### config.mk
export PLATFORM = sky130hd
export DESIGN_NAME = demux_116_tdm
export DESIGN_NICKNAME = d
export VERILOG_FILES = /design/src/rtl/demux_116_tdm_pkg.sv /design/src/rtl/demux_slot_ctr.sv /design/src/rtl/demux_116_tdm.sv
export SDC_FILE = /design/constraint.sdc
export NUM_CORES = 1
export LEC_CHECK = 0
export CORE_UTILIZATION = 48
export CTS_CLUSTER_SIZE = 25
export DETAILED_ROUTE_END_ITERATION = 10
export PLACE_DENSITY = 0.74
export SYNTH_ARGS = -nofsm -noshare
export SYNTH_HDL_FRONTEND = slang
export SYNTH_SLANG_ARGS = --single-unit
### constraint.sdc
create_clock -name clk -period 2.2 [get_ports clk]
set_input_delay 0.22 -clock clk [delete_from_list [all_inputs] [get_ports clk]]
set_output_delay 0.22 -clock clk [all_outputs]
set_load 0.01 [all_outputs]
### src/rtl/demux_116_tdm_pkg.sv
// rtl/demux_116_tdm_pkg.sv - shared constants and state encoding for the 1:16 TDM demultiplexer
// Purpose : slot geometry, slot-counter width and FSM state type used by
//           demux_116_tdm and demux_slot_ctr.
// Macro   : DEMUX_PARITY_EN adds a parity slot (index 16) and widens the slot counter by 1 bit.
package demux_116_tdm_pkg;
   localparam int N_SLOTS     = 16;
   localparam int IDX_W       = 4;
   localparam int PARITY_SLOT = 16;
`ifdef DEMUX_PARITY_EN
   localparam int SEL_W       = IDX_W + 1;
   localparam int LAST_SLOT   = PARITY_SLOT;
`else
   localparam int SEL_W       = IDX_W;
   localparam int LAST_SLOT   = N_SLOTS - 1;
`endif

   typedef enum logic {
      ST_IDLE = 1'b0,
      ST_RUN  = 1'b1
   } state_t;
endpackage

### src/rtl/demux_slot_ctr.sv
// rtl/demux_slot_ctr.sv - slot counter with load-1, increment, wrap and terminal-count flag
// Purpose : tracks the slot the next valid beat is written to.
// Ports   : clk, rst_n (async active-low)
//           load1 - force slot to 1 (a start-of-frame beat has just been taken as slot 0)
//           inc   - advance slot; wraps to 0 when tc is high
//           slot  - current slot index (SEL_W bits)
//           tc    - slot is the last beat of a frame
// Macro   : DEMUX_PARITY_EN (via package) sets the terminal slot to the parity slot.
module demux_slot_ctr
   import demux_116_tdm_pkg::*;
(
   input  logic             clk,
   input  logic             rst_n,
   input  logic             load1,
   input  logic             inc,
   output logic [SEL_W-1:0] slot,
   output logic             tc
);

   assign tc = (slot == SEL_W'(LAST_SLOT));

   always_ff @(posedge clk or negedge rst_n) begin
      if (!rst_n) begin
         slot <= '0;
      end else if (load1) begin
         slot <= SEL_W'(1);
      end else if (inc) begin
         slot <= tc ? '0 : slot + SEL_W'(1);
      end
   end

endmodule

### src/rtl/demux_116_tdm.sv
// rtl/demux_116_tdm.sv - receive-side 1:16 time-division demultiplexer
// Purpose : rebuilds 16-bit words from a serial stream (slot 0 first, framed by sof)
//           and presents them on registered outputs with a one-cycle frame strobe.
// Ports   : clk, rst_n (async active-low)
//           din, din_valid, sof - serial beat; sof marks slot 0 and is qualified by din_valid
//           o           - last complete frame, o[k] = bit of slot k
//           frame_valid - 1-cycle pulse, o updated on the same edge
//           slot        - index the next valid beat is written to
//           err         - 1-cycle pulse on a framing (or parity) error
// Macro   : DEMUX_PARITY_EN adds a 17th even-parity beat per frame.
module demux_116_tdm
   import demux_116_tdm_pkg::*;
(
   input  logic               clk,
   input  logic               rst_n,
   input  logic               din,
   input  logic               din_valid,
   input  logic               sof,
   output logic [N_SLOTS-1:0] o,
   output logic               frame_valid,
   output logic [SEL_W-1:0]   slot,
   output logic               err
);

   state_t             state_q, state_d;
   logic [N_SLOTS-1:0] shadow_q;
   logic [N_SLOTS-1:0] o_d;
   logic [IDX_W-1:0]   wr_idx;
   logic               wr_bit;
   logic               ctr_load1, ctr_inc, slot_tc;
   logic               frame_done, err_d;

   demux_slot_ctr u_slot_ctr (
      .clk   (clk),
      .rst_n (rst_n),
      .load1 (ctr_load1),
      .inc   (ctr_inc),
      .slot  (slot),
      .tc    (slot_tc)
   );

   always_ff @(posedge clk or negedge rst_n) begin
      if (!rst_n) begin
         state_q <= ST_IDLE;
      end else begin
         state_q <= state_d;
      end
   end

   always_comb begin
      state_d    = state_q;
      ctr_load1  = 1'b0;
      ctr_inc    = 1'b0;
      wr_bit     = 1'b0;
      wr_idx     = '0;
      frame_done = 1'b0;
      err_d      = 1'b0;
      // Without parity the final data beat bypasses the shadow straight into o.
      o_d        = {din, shadow_q[N_SLOTS-2:0]};
      case (state_q)
         ST_IDLE: begin
            if (din_valid && sof) begin
               ctr_load1 = 1'b1;
               wr_bit    = 1'b1;
               state_d   = ST_RUN;
            end
         end
         ST_RUN: begin
            if (din_valid) begin
               if (sof) begin
                  // Either a back-to-back frame (slot 0) or an early sof that resyncs.
                  ctr_load1 = 1'b1;
                  wr_bit    = 1'b1;
                  err_d     = (slot != '0);
               end else if (slot == '0) begin
                  err_d   = 1'b1;
                  state_d = ST_IDLE;
               end else begin
                  ctr_inc = 1'b1;
`ifdef DEMUX_PARITY_EN
                  if (slot_tc) begin
                     if (^{shadow_q, din} == 1'b0) begin
                        frame_done = 1'b1;
                        o_d        = shadow_q;
                     end else begin
                        err_d = 1'b1;
                     end
                  end else begin
                     wr_bit = 1'b1;
                     wr_idx = slot[IDX_W-1:0];
                  end
`else
                  wr_bit     = 1'b1;
                  wr_idx     = slot[IDX_W-1:0];
                  frame_done = slot_tc;
`endif
               end
            end
         end
      endcase
   end

   always_ff @(posedge clk or negedge rst_n) begin
      if (!rst_n) begin
         shadow_q    <= '0;
         o           <= '0;
         frame_valid <= 1'b0;
         err         <= 1'b0;
      end else begin
         if (wr_bit) begin
            shadow_q[wr_idx] <= din;
         end
         if (frame_done) begin
            o <= o_d;
         end
         frame_valid <= frame_done;
         err         <= err_d;
      end
   end

endmodule

==> metrics list <==
- The run finished with clean final reports.
* Synthesis warning total: 0
* Global placer's final weighted congestion: 0.8948
* Count of buffers from port buffering: 26
- Post-detailed-routing wire length: 3492 um
* Clock transition at path regs: 0.07 ns
* Number of distinct standard cells referenced by the synthesized netlist: 37
* Antenna violations before repair: 0
* Row Count: 21
- In this run the worst hold path is classified as in2async.
- In this run the power density over the cells is 750.0 nW/um^2.
* Critical Path Slowest Stage Cell: sky130_fd_sc_hd__or4b_4
- For this block, the via count after detailed routing is 1,205.
- The library cell used most frequently in the layout, excluding fill and tap cells, is sky130_fd_sc_hd__dfrtp_1.
- The H-tree generated during clock tree synthesis spans 2 levels.
* Endpoint class of the critical path: flip-flop
- Summing internal, switching and leakage power gives 1.696 mW.
- Entering global routing, the biggest net connects 39 pins.
* Num CTS Buffers: 5
- IR analysis of the VDD net gives a maximum drop of 568.1 uV.
- Global routing consumed, over all layers together, 19.58% of the routing resources.
- Counting I/O delays and the setup requirement, the final critical path takes 2.161 ns.
- Synthesis produced a netlist with a net count of 144.
* Wire length of the first global-routing pass: 5878 um
* Maximum buffer depth of the clock tree: 2
- Horizontal extent of the die: 62.78 um
- Cells with a size suffix above 1 make up 34.66% of the layout.
- Bufs and invs on worst path: 2
- The worst setup path is launched from a flip-flop.
- The via count of the first global-routing pass was 1,305.
- Summing every instance area after synthesis gives 1773 um^2.
- Measured on the finished design, the core utilization comes to 65.69%.
- CTS tree: yes
- Vias per cell: 5.428
- Avg Inst Size Synth: 13.13 um^2
- Setup violations remaining at the end of the flow were counted as 0.
* RSZ-0062 raised after global routing: yes
* Relative slew margins: 45.37%
- Number of pins with negative max-slew slack in the final report: 0
- Final cell area excluding filler cells: 2261 um^2
* Critical-path cell list: inv_2, ha_2, or3b_4, inv_4, ha_4, or4b_4, nor2_1, mux2_1
- Number of synthesized register bits: 38
- TritonCTS sink count: 38
- Violation count after the first detailed-routing iteration: 56
- Max incr delay on CP: 0.55 ns
- The analysis attributes to cell leakage a power of 1.047 nW.
- Die height: 62.78 um
- The final critical path takes up 98.21% of the cycle.
* Kind of critical path: reg2reg
* Max cap viols: 0
* Slew @ Worst Pin: 0.8194 ns
- The clock arrives with 0.003557 ns of skew.
- In the synthesized netlist the dominant register cell turns out to be sky130_fd_sc_hd__dfrtp_1.
- Highest-count cells in the layout ignoring fill and taps: 36 x sky130_fd_sc_hd__dfrtp_1, 25 x sky130_fd_sc_hd__clkdlybuf4s50_1, 21 x sky130_fd_sc_hd__mux2_2, 14 x sky130_fd_sc_hd__buf_4, 9 x sky130_fd_sc_hd__mux2_1
- The cell family contributing the most delay on the critical path is simple AND/OR/NAND/NOR gates.
- Worst-skew pair later-pin latency: 0.28 ns
* Proportion of register bits with asynchronous set or reset after synthesis: 100.0%
- Remaining global-route overflow: 0
- Antenna Cells: 0
* Sequential share of the synthesized area: 53.63%
- Core region area: 3442 um^2
- For this run, the detailed router's first-pass iteration total came to 4.
* Number of flops mapped to enable cells by yosys: 0
- After legalization and detailed placement, the total HPWL measured 2500 um.
* Post-detailed-route count of antenna-violating nets: 0
* Post-CTS Setup Inserts: 0
* Highest fanout seen on the critical path: 7
- Number of placed I/O pins: 27
* Detailed-route DRC error count: 0
- Synthesis produced a netlist whose cell count is 135.
* Count of final hold-check violations: 0
* Starting utilization of the core area: 51.51%
* Die area: 3941 um^2
* Final-stage net count: 184
- In the final routed layout, each cell accounts on average for 15.73 um.
* Clock root buffer: sky130_fd_sc_hd__clkbuf_8
* Synthesis-to-layout area growth: 27.52%
- Fmax: 462.8 MHz
- Endpoint required time on the critical path: 2.37 ns
- Data arrives at the worst endpoint at 2.33 ns.
* Placed standard-cell area: 2155 um^2
report_power, final:
| group | switching [mW] | total (mW) | internal, mW |
|---|---|---|---|
| Clock | 0.230 | 0.482 | 0.253 |
| Combinational | 0.211 | 0.404 | 0.193 |
| Sequential | 0.0450 | 0.809 | 0.764 |
| Total | 0.485 | 1.70 | 1.21 |
path summary, 6_finish.rpt:
path / startpoint / end / slack (ns) / cells after the start
setup / recovery: u_slot_ctr.slot[1]$_DFFE_PN0P_ / shadow_q[9]$_DFFE_PN0P_ / 0.04 / 8
hold / removal: rst_n / err$_DFF_PN0_ / 0.03 / 1
setup reg to reg: u_slot_ctr.slot[1]$_DFFE_PN0P_ / shadow_q[9]$_DFFE_PN0P_ / 0.04 / 8
hold reg to reg: shadow_q[5]$_DFFE_PN0P_ / shadow_q[5]$_DFFE_PN0P_ / 0.49 / 1
max in group asynchronous: rst_n / u_slot_ctr.slot[1]$_DFFE_PN0P_ / 1.62 / 1
min in group clk: shadow_q[5]$_DFFE_PN0P_ / shadow_q[5]$_DFFE_PN0P_ / 0.49 / 1
sequential cells by signal, summed over array words and instances, names as in the netlist:
signal	cells
o	16
shadow_q	15
u_slot_ctr.slot	4
err	1
frame_valid	1
state_q	1
through the flow:
stage | instances | setup TNS [ns] | worst slack, ns | hold WS, ns
4_1_cts | 222 | 0 | 0.03857 | 0.04847
5_1_grt | 222 | -0.06649 | -0.03679 | 0.09072
3_3_place_gp | 214 | 0 | 0.1274 | 0.3481
3_5_place_dp | 214 | 0 | 0.06767 | 0.3601
2_1_floorplan | 135 | -0.05751 | -0.02850 | -0.07559
6_report | 222 | 0 | 0.03932 | 0.02633
synthesized netlist by cell type, types with 3 or more instances:
| master | number | area (um^2) |
|---|---|---|
| sky130_fd_sc_hd__mux2_2 | 21 | 236.5 |
| sky130_fd_sc_hd__dfrtp_1 | 38 | 950.9 |
| sky130_fd_sc_hd__buf_4 | 3 | 22.52 |
| sky130_fd_sc_hd__mux2_1 | 10 | 112.6 |
| sky130_fd_sc_hd__buf_6 | 3 | 33.78 |
| sky130_fd_sc_hd__inv_1 | 3 | 11.26 |
| sky130_fd_sc_hd__nand2_1 | 7 | 26.28 |
| sky130_fd_sc_hd__a21oi_1 | 4 | 20.02 |
| sky130_fd_sc_hd__ha_1 | 4 | 50.05 |
| sky130_fd_sc_hd__nor2_1 | 6 | 22.52 |
timing repair:
action                                  in CTS  in global routing
pin swaps                                    0                  0
resized for setup                            1                  3
hold buffers                                 0                  0
endpoints found under the hold margin        0                  0
endpoints found under the setup margin       1                  8
gates cloned                                 0                  0
cell families (layout without fill, tap and decap cells):
| group | after synthesis | count (layout) | synth area share [%] |
|---|---|---|---|
| flops | 38 | 38 | 53.63 |
| simple gates | 33 | 33 | 11.57 |
| mux | 31 | 31 | 19.69 |
| compound gates | 18 | 18 | 8.045 |
| buf+inv | 11 | 52 | 4.234 |
| fa+ha+maj | 4 | 4 | 2.823 |
cell type report:
class | count | area (um^2)
fillers | 270 | 1181
flip-flops and latches | 38 | 953.4
multi-input cells | 86 | 780.7
repair buffers | 40 | 360.3
clock buffers | 7 | 86.33
well taps | 46 | 57.56
inverters | 4 | 17.52
clock inverters | 1 | 5.005
metal layers:
layer  global-route usage [%]  up-vias  routed length, um  share of wire [%]
li1                         -      568                  -                  -
met1                    23.67      582               1478                 42
met2                    32.20       41               1759                 50
met3                    4.927       14                152                4.4
met4                    10.17        0                102                2.9
met5                        0        -                  0                  0
worst register-to-register path: cells and delay by family (launching register included):
kind | cells | cell delay (ns)
simple gates | 3 | 0.92
flops | 1 | 0.37
buf+inv | 2 | 0.09
mux | 1 | 0.33
fa+ha+maj | 2 | 0.33
No activity file was read; power rests on OpenSTA's default activity.
